==> config.mk <==
export PLATFORM = sky130hd
export DESIGN_NAME = if_id_lane_pipe
export DESIGN_NICKNAME = d
export VERILOG_FILES = /design/src/rtl/spu_pipe_pkg.sv /design/src/rtl/if_id_lane.sv /design/src/rtl/if_id_lane_pipe.sv
export SDC_FILE = /design/constraint.sdc
export NUM_CORES = 1
export LEC_CHECK = 0
export ABC_CLOCK_PERIOD_IN_PS = 2600
export BUFFER_PORTS_ARGS = -buffer_cell sky130_fd_sc_hd__buf_2
export CORE_UTILIZATION = 40
export DETAILED_ROUTE_END_ITERATION = 8
export PLACE_DENSITY_LB_ADDON = 0.1
export SLEW_MARGIN = 40
export SYNTH_ARGS = -nofsm -noshare
export SYNTH_HDL_FRONTEND = slang
export SYNTH_HIERARCHICAL = 1
export SYNTH_SLANG_ARGS = --single-unit
==> constraint.sdc <==
create_clock -name clk -period 2.6 [get_ports clk]
set_clock_uncertainty 0.2 [all_clocks]
set_input_delay 0.13 -clock clk [delete_from_list [all_inputs] [get_ports clk]]
set_output_delay 0.13 -clock clk [all_outputs]
set_load 0.005 [all_outputs]
==> src/rtl/spu_pipe_pkg.sv <==
// Shared types, constants and helpers for the fetch/decode lane pipeline.
package spu_pipe_pkg;

    localparam logic [31:0] SPU_NOP = 32'h0000_0000;

    typedef struct packed {
        logic        valid;
        logic [31:0] instr;
    } lane_entry_t;

    // Returns v+1, pinned at the all-ones value of a w-bit counter (w <= 63).
    function automatic logic [63:0] sat_inc(input logic [63:0] v, input int w);
        logic [63:0] max_v;
        max_v = (64'd1 << w) - 64'd1;
        return (v >= max_v) ? v : v + 64'd1;
    endfunction

endpackage

==> src/rtl/if_id_lane.sv <==
// One issue lane: DEPTH-stage {valid, instr} chain plus saturating stall/flush counters.
module if_id_lane
    import spu_pipe_pkg::*;
#(
    parameter int                 WIDTH     = 32,
    parameter int                 DEPTH     = 1,
    parameter logic [WIDTH-1:0]   NOP_INSTR = WIDTH'(SPU_NOP),
    parameter int                 CNT_W     = 16
) (
    input  logic             clk,
    input  logic             reset,
    input  logic [WIDTH-1:0] instr_in,
    input  logic             valid_in,
    input  logic             st_e,
    input  logic             fl_e,
    input  logic             clear_cnt,
    output logic [WIDTH-1:0] instr_out,
    output logic             valid_out,
    output logic [CNT_W-1:0] stall_cnt,
    output logic [CNT_W-1:0] flush_cnt
);

    typedef struct packed {
        logic             valid;
        logic [WIDTH-1:0] instr;
    } stage_t;

    stage_t pipe [DEPTH];

    always_ff @(posedge clk) begin
        if (reset || fl_e) begin
            for (int k = 0; k < DEPTH; k++) begin
                pipe[k] <= '{valid: 1'b0, instr: NOP_INSTR};
            end
        end else if (!st_e) begin
            pipe[0] <= '{valid: valid_in, instr: instr_in};
            for (int k = 1; k < DEPTH; k++) begin
                pipe[k] <= pipe[k-1];
            end
        end
    end

    // Flush wins over stall, so a cycle with both only bumps flush_cnt.
    always_ff @(posedge clk) begin
        if (reset || clear_cnt) begin
            stall_cnt <= '0;
            flush_cnt <= '0;
        end else if (fl_e) begin
            flush_cnt <= CNT_W'(sat_inc(64'(flush_cnt), CNT_W));
        end else if (st_e) begin
            stall_cnt <= CNT_W'(sat_inc(64'(stall_cnt), CNT_W));
        end
    end

    assign instr_out = pipe[DEPTH-1].instr;
    assign valid_out = pipe[DEPTH-1].valid;

endmodule

==> src/rtl/if_id_lane_pipe.sv <==
// Multi-lane IF/ID register: per-lane chains with optional lockstep stall/flush coupling.
module if_id_lane_pipe
    import spu_pipe_pkg::*;
#(
    parameter int               LANES     = 2,
    parameter int               WIDTH     = 32,
    parameter int               DEPTH     = 1,
    parameter bit               LOCKSTEP  = 1'b0,
    parameter logic [WIDTH-1:0] NOP_INSTR = WIDTH'(SPU_NOP),
    parameter int               CNT_W     = 16
) (
    input  logic                   clk,
    input  logic                   reset,
    input  logic [LANES*WIDTH-1:0] instr_in,
    input  logic [LANES-1:0]       valid_in,
    input  logic [LANES-1:0]       stall,
    input  logic [LANES-1:0]       flush,
    input  logic                   clear_cnt,
    output logic [LANES*WIDTH-1:0] instr_out,
    output logic [LANES-1:0]       valid_out,
    output logic [LANES*CNT_W-1:0] stall_cnt,
    output logic [LANES*CNT_W-1:0] flush_cnt
);

    logic [LANES-1:0] st_e;
    logic [LANES-1:0] fl_e;
    logic             fl_acc;

    // In lockstep, any stall freezes every lane and a flush kills its lane and all younger ones.
    always_comb begin
        st_e   = stall;
        fl_e   = flush;
        fl_acc = 1'b0;
        if (LOCKSTEP) begin
            st_e = {LANES{|stall}};
            for (int i = 0; i < LANES; i++) begin
                fl_acc  = fl_acc | flush[i];
                fl_e[i] = fl_acc;
            end
        end
    end

    for (genvar i = 0; i < LANES; i++) begin : g_lane
        if_id_lane #(
            .WIDTH     (WIDTH),
            .DEPTH     (DEPTH),
            .NOP_INSTR (NOP_INSTR),
            .CNT_W     (CNT_W)
        ) u_lane (
            .clk       (clk),
            .reset     (reset),
            .instr_in  (instr_in[i*WIDTH +: WIDTH]),
            .valid_in  (valid_in[i]),
            .st_e      (st_e[i]),
            .fl_e      (fl_e[i]),
            .clear_cnt (clear_cnt),
            .instr_out (instr_out[i*WIDTH +: WIDTH]),
            .valid_out (valid_out[i]),
            .stall_cnt (stall_cnt[i*CNT_W +: CNT_W]),
            .flush_cnt (flush_cnt[i*CNT_W +: CNT_W])
        );
    end

endmodule

Word level (Yosys, flattened, before mapping). Memory sizes are Yosys's and may differ from the RTL's. Cells that the tools add are included.

Bits in registers: 64. Bits in writable memories: 66. Input bits: 73. Logic and storage cells: 43. Memories: 2.

Add/sub/neg operators: 4. Order comparisons: 4. Mux-type cells: 14. Bitwise gates (word level): 6. Reductions and logical operators: 9.

Memory list: g_lane[0].u_lane.pipe (depth 1, bits a word 33, read ports 1, clocked after memory_dff 0, wr ports 1, RTL line if_id_lane.sv:28) `stage_t pipe [DEPTH];`; g_lane[1].u_lane.pipe (depth 1, bits a word 33, read ports 1, clocked after memory_dff 0, wr ports 1, RTL line if_id_lane.sv:28).

Operators with widths (count): $mux W33 (2); $reduce_or A33 Y1 (2); $add A16 B1 Y16 const B (4); $ge A16 B16 Y1 const B (4); $mux W1 (12); $not A1 Y1 (6); $reduce_and A3 Y1 (2); $reduce_and A2 Y1 (2); $logic_or A1 B1 Y1 (3).

Logic depth before layout (Yosys ltp). Gate-level depths: netlist of the first run.

Depth after elaboration: 5. Mapped depth: 6. Mapped depth without buffers: 5.

Modules after synthesis. Netlist of the first run, hierarchy kept.

By module, submodules not included: if_id_lane (instances 2, cells an instance 277, area an instance 2904.0 um2, seq. area each 1631.6 um2).

Worst setup path after synthesis of the first run. Ideal clock, no wire load.

Path kind: reg-to-reg. Start point: reg g_lane[0].u_lane.flush_cnt[0]. End point: reg g_lane[0].u_lane.flush_cnt[10]. Library setup time: 0.070 ns. Data arrival time: 1.869 ns. Required time: 2.330 ns. Slack: 0.460 ns. Stages on the path, launching flop included: 7. Path buffers: 1. Clock period less this slack: 2.140 ns. Cells stage by stage: dfxtp_1 -> ha_1 -> nand4_1 -> or2_2 -> clkbuf_1 -> or4_1 -> a21oi_1.

Word-level cells in the longest chain between the ends: 3. Elaborated cells between the ends (all ways): 4.

RTL lines: from (decl) (RTL line if_id_lane.sv:20) `output logic [CNT_W-1:0] flush_cnt`; from (signal assigned) (RTL line if_id_lane.sv:49) `flush_cnt <= CNT_W'(sat_inc(64'(flush_cnt), CNT_W));`; $ge A16 B16 Y1 (RTL line spu_pipe_pkg.sv:15) `return (v >= max_v) ? v : v + 64'd1;`; $not A1 Y1 (no line); $reduce_and A2 Y1 (no line).

Several ways; a longest one is shown, not always the timed one. A chain may end at the register's enable or synchronous reset.

Worst setup path in the final report of the first run. Same ends and word-level chain as after synthesis.

==> impl_metrics.csv, run 1 <==
group,metric,value,unit
run_status,status,"complete, no violations",
routing,wire_per_inst,15.3,um
yosys,synth_edf_count,66,
clocking,cts_buffer_depth,2,
grt,grt_pass1_wl,24600,um
grt,grt_max_degree,34,
finish,n_antenna_cell,0,
die,fp.dieArea,15000,um^2
die,die_width,123,um
worst_setup_path,required,2740,ps
worst_setup_path,end_kind,"flip-flop",
power,powerDensity,593,nW/um^2
yosys,netlist_instances,554,
routing,vias,5425,
place,place_congestion,0.831,
die,io_pins,203,
worst_setup_path,cp-startpoint,"g_lane[0].u_lane/flush_cnt[0]",
routing,drc,0,
finish,syn_to_final_growth,44.0,%
finish,layout-drive-gt1-share,31.5,%
yosys,postSynth.asyncResetShare,0,%
yosys,synth_top_area_cell,"edfxtp_1",
yosys,yosysSeqAreaShare,56.2,%
routing,drt.antenna.violating_nets,0,
yosys,yosysWarnings,6,
finish,nNetsFinal,915,
yosys,syn-num-nets,631,
grt,grt.overflow.total,0,
yosys,netlist_top_cells_area,"edfxtp_1, dfxtp_1, and2_1",
worst_setup_path,crit_fanout,8,
routing,dr.pass1.iters,5,
place,place_hpwl,10700,um
routing,drt_iter0_drc,345,
power,p_leak,3.55,nW
routing,wl,15800,um
yosys,avgSynthCellArea,10.5,um^2
worst_setup_path,timing.rr.start,"g_lane[0].u_lane/flush_cnt[0]",
timing,drv_slew,0,
run,maxCapViolCount,0,
timing,fmax,0.435,GHz
clocking,clk_pin_slew,60,ps
power,vdd_ir_drop_max,363,uV
worst_hold_path,worstHoldStart,"reset",
yosys,synth.most_common_cell,"and2_1",
clocking,cts_made_buffers,17,
timing,fin_setup_tns,0,ps
grt,track_usage,21.0,%
clocking,cts_setup_buffers,0,
finish,fillers,1200,
yosys,synth.top_cell.area_share,34.1,%
clocking,cts_root_buf,"clkbuf_16",
worst_setup_path,crit_type,"reg2reg",
die,fp.dieH,123,um
clocking,htreeDepth,4,
yosys,synth_flop_cell,"edfxtp_1",
yosys,ys_top_cells_by_count,"and2_1, edfxtp_1, dfxtp_1",
timing,maxSlewHeadroom,60.8,%
grt,antenna_found_initial,0,
place,numPortBuffers,202,
clocking,cts.sinks,130,
die,core_area,14000,um^2
die,fp-row-count,43,
clocking,cts_resized,0,
clocking,clock_latency,410,ps
finish,regArea,3260,um^2
yosys,synth.ff_latch_count,130,
timing,grt_setup_unrepaired,"no",
die,start_util,41.4,%
timing,hold_viol,0,
power,p_total,0.00496,W
yosys,yosysUniqueCellTypes,40,
timing,worst_slew_pin_slew,583,ps
worst_hold_path,min_path_type,"in2reg",
clocking,tritoncts,"built",
worst_setup_path,worstSetupStartpointType,"flip-flop",
timing,period_needed,2300,ps
yosys,syn_area,5810,um^2
grt,grt_pass1_vias,5023,
routing,vias_per_cell,5.26,
worst_setup_path,cp_data_arrival_time,2440,ps
finish,multi_input_area,2420,um^2
timing,finalSetupViolCount,0,
timing,min_period_over_period,88.5,%
==> where the power goes <==
| group | switching, W | internal [W] |
|---|---|---|
| clock network | 0.000955 | 0.00144 |
| registers | 0.0000207 | 0.00222 |
| logic | 0.000142 | 0.000187 |
==> cell type report <==
| class | count | share of cell area (%) |
|---|---|---|
| inverters | 10 | 0.449 |
| clock inverters | 15 | 2.03 |
| clock buffers | 17 | 5.09 |
| multi-input cells | 392 | 28.9 |
| flip-flops and latches | 130 | 39.0 |
| well taps | 180 | 2.69 |
| repair buffers | 287 | 21.8 |
==> cell families after synthesis <==
kind of cell / count (synthesis) / synth area share [%]
buffers and inverters: 32 / 2.37
AOI/OAI and AO/OA: 108 / 12.2
xor gates and xnor gates: 2 / 0.302
adders and majority gates: 4 / 0.862
DFF: 130 / 56.2
muxes: 8 / 1.38
and+or+nand+nor: 270 / 26.7
==> worst max-delay path: stages, from the launching register on <==
cell and delay, ps:
dfxtp_1 400, ha_1 240, nand4_1 300, or2_2 440
or4_1 480, a21oi_1 170
==> path summary, 6_finish.rpt <==
kind	to	slack [ps]	cells after the start
hold / removal	g_lane[0].u_lane/flush_cnt[13]	50	3
setup reg to reg	g_lane[0].u_lane/flush_cnt[10]	300	5
setup / recovery	g_lane[0].u_lane/flush_cnt[10]	300	5
hold reg to reg	g_lane[1].u_lane/stall_cnt[1]	330	2
==> per-stage QoR <==
stage / util, % / setup WS, ps / std cells / instance area [um^2] / hold slack, ps
after detailed placement: 50.3 / 383 / 928 / 7060 / 210
final: 59.6 / 299 / 1031 / 8370 / 51.1
after floorplan: - / 460 / 554 / 5810 / 106
after global routing: 59.6 / 184 / 1031 / 8370 / 60.8
after global placement: 50.3 / 427 / 928 / 7060 / 206
after CTS: 59.6 / 332 / 1031 / 8370 / 45.0
==> cells in the final DEF, fill, tap and decap left out, types with 17 or more instances in the layout <==
| master | n |
|---|---|
| buf_2 | 202 |
| dlygate4sd3_1 | 71 |
| and2_1 | 68 |
| edfxtp_1 | 66 |
| dfxtp_1 | 64 |
| nand2_1 | 44 |
| a21oi_1 | 36 |
| nand3_1 | 26 |
| or3_1 | 18 |
| nand4_1 | 18 |
| nor3_1 | 18 |
| or4_1 | 18 |
| clkbuf_16 | 17 |
==> sequential cells by signal, indices dropped and copies added (netlist names) <==
| register | count |
|---|---|
| g_lane.u_lane/stall_cnt | 32 |
| g_lane.u_lane/flush_cnt | 32 |
| g_lane.u_lane/pipe | 66 |
==> routing by layer <==
| layer | up-vias | share of wire [%] | global-route usage (%) |
|---|---|---|---|
| met2 | 206 | 49 | 34.9 |
| met3 | 21 | 6.1 | 5.16 |
| li1 | 2671 | - | - |
| met5 | - | 0 | 0 |
| met1 | 2527 | 43 | 25.8 |
| met4 | 0 | 1.7 | 9.22 |
==> repair_timing <==
action                                  4_1_cts  5_1_grt
endpoints found under the setup margin        0        0
hold endpoints to repair                     80        0
hold buffers                                 71        0
Power figures use the tool's default switching activity.
==> inputs of run 2 (changes only) <==
PLACE_DENSITY = 0.66   (was default)
PLACE_DENSITY_LB_ADDON = default   (was 0.1)
==> impl_metrics.csv, run 2 (synthesis gave the netlist of run 1 again) <==
group,metric,value,unit
run_status,status,"complete, no violations",
grt,grt_pass1_wl,24800,um
worst_hold_path,min_path_type,"in2reg",
grt,grt_max_degree,34,
grt,antenna_found_initial,0,
place,place_congestion,0.868,
timing,period_needed,2250,ps
place,numPortBuffers,202,
power,p_seq_share,45.2,%
finish,layout_common_cells,"buf_2, dlygate4sd3_1, and2_1, edfxtp_1, dfxtp_1",
finish,fillers,1166,
routing,vias,5502,
place,postPlaceCellArea,7050,um^2
worst_setup_path,cp_data_arrival_time,2380,ps
worst_setup_path,end_kind,"flip-flop",
power,net-switching-power,0.00104,W
place,place_hpwl,10400,um
worst_hold_path,worstHoldStart,"reset",
die,fp-row-count,43,
timing,hold_viol,0,
die,io_pins,203,
die,fp.dieArea,15000,um^2
finish,regMostFlops,"g_lane.u_lane/pipe",
clocking,tritoncts,"built",
power,vdd_ir_drop_max,379,uV
finish,top_regs,"g_lane.u_lane/pipe: 66 flops, g_lane.u_lane/flush_cnt: 32 flops, g_lane.u_lane/stall_cnt: 32 flops",
routing,wire_per_inst,15.5,um
clocking,cts_root_buf,"clkbuf_16",
worst_setup_path,r2r_slack,360,ps
grt,track_usage,21.2,%
routing,dr.pass1.iters,5,
clocking,cts_buffer_depth,2,
power,p_sw_share,21.0,%
clocking,cts.sinks,130,
power,power_frac_clock,48.1,%
power,p_int,0.00391,W
timing,fmax,0.444,GHz
power,powerDensity,593,nW/um^2
timing,drv_slew,0,
worst_setup_path,required,2730,ps
worst_setup_path,crit_fanout,10,
clocking,cts_resized,0,
clocking,htreeDepth,4,
die,die_width,123,um
timing,grt_setup_unrepaired,"no",
power,p_comb_share,6.7,%
finish,syn_to_final_growth,43.9,%
timing,maxSlewHeadroom,59.4,%
timing,worst_slew_pin_slew,604,ps
run,maxCapViolCount,0,
die,fp.dieH,123,um
timing,fin_setup_tns,0,ps
timing,min_period_over_period,86.5,%
die,start_util,41.4,%
routing,wl,16000,um
grt,grt_pass1_vias,4953,
grt,grt.overflow.total,0,
finish,nNetsFinal,914,
worst_setup_path,timing.rr.start,"g_lane[1].u_lane/flush_cnt[0]",
finish,stdcell_area,8360,um^2
routing,drt_iter0_drc,394,
routing,vias_per_cell,5.34,
clocking,clk_pin_slew,50,ps
worst_setup_path,cp-startpoint,"flush[1]",
die,core_area,14000,um^2
clocking,cts_made_buffers,17,
timing,finalSetupViolCount,0,
power,p_leak,3.54,nW
routing,drc,0,
finish,n_antenna_cell,0,
finish,mostFrequentLayoutCell,"buf_2",
finish,largest_register_ffs,66,
clocking,clock_latency,410,ps
worst_setup_path,worstSetupStartpointType,"input pin",
routing,drt.antenna.violating_nets,0,
worst_setup_path,crit_type,"in2reg",
finish,layout-drive-gt1-share,31.1,%
==> run 2: stage by stage <==
| step | cells | utilization (%) | worst slack (ps) | total power [W] | hold WS [ps] |
|---|---|---|---|---|---|
| final | 1030 | 59.5 | 350 | 0.00496 | 63.5 |
| after global routing | 1030 | 59.5 | 165 | 0.00515 | 67.2 |
| after CTS | 1030 | 59.5 | 369 | 0.00501 | 53.1 |
| after detailed placement | 927 | 50.2 | 368 | 0.00253 | 210 |
| after global placement | 927 | 50.2 | 431 | 0.00252 | 207 |
| after floorplan | 554 | - | 460 | 0.00238 | 106 |
==> run 2: area by class of cell <==
type	instances	area, um^2	area share, %
sequential	130	3260	39.0
inverter	10	37.5	0.449
timing repair buffer	286	1820	21.8
tap	180	225	2.70
clock buffer	19	433	5.18
multi-input combinational	392	2420	28.9
clock inverter	13	161	1.93
==> run 2: repair_timing <==
action                    in CTS  in global routing
hold buffers                  71                  0
setup buffers                  0                  0
hold endpoints to repair      78                  0
==> run 2: path summary, 6_finish.rpt <==
check                                         to  cells after the start
setup / recovery  g_lane[1].u_lane/stall_cnt[15]                      6
hold / removal    g_lane[0].u_lane/flush_cnt[13]                      3
setup reg to reg  g_lane[1].u_lane/flush_cnt[10]                      5
hold reg to reg   g_lane[0].u_lane/flush_cnt[14]                      2
==> run 2: per-layer routing <==
layer | routed length [um] | vias up | GRT usage (%) | share of wire (%)
met1 | 6940 | 2610 | 26.4 | 43
li1 | - | 2678 | - | -
met2 | 7830 | 198 | 35.3 | 49
met5 | 0 | - | 0 | 0
met4 | 278 | 0 | 8.31 | 1.7
met3 | 914 | 16 | 4.83 | 5.7
==> run 2: power by group through the flow <==
| stage | clock network (W) | logic, W | registers (W) |
|---|---|---|---|
| 4_1_cts | 0.00244 | 0.000329 | 0.00224 |
| 2_1_floorplan | 0 | 0.0000811 | 0.00229 |
| 3_3_place_gp | 0 | 0.000240 | 0.00228 |
| 6_report | 0.00238 | 0.000332 | 0.00224 |
| 5_1_grt | 0.00253 | 0.000365 | 0.00225 |
| 3_5_place_dp | 0 | 0.000242 | 0.00228 |
==> run 2: worst max-delay path, cell delays in order <==
cell           delay, ps
dlygate4sd3_1        530
buf_2                200
nand2b_4             180
or4_1                640
or4_1                540
a21oi_1              160
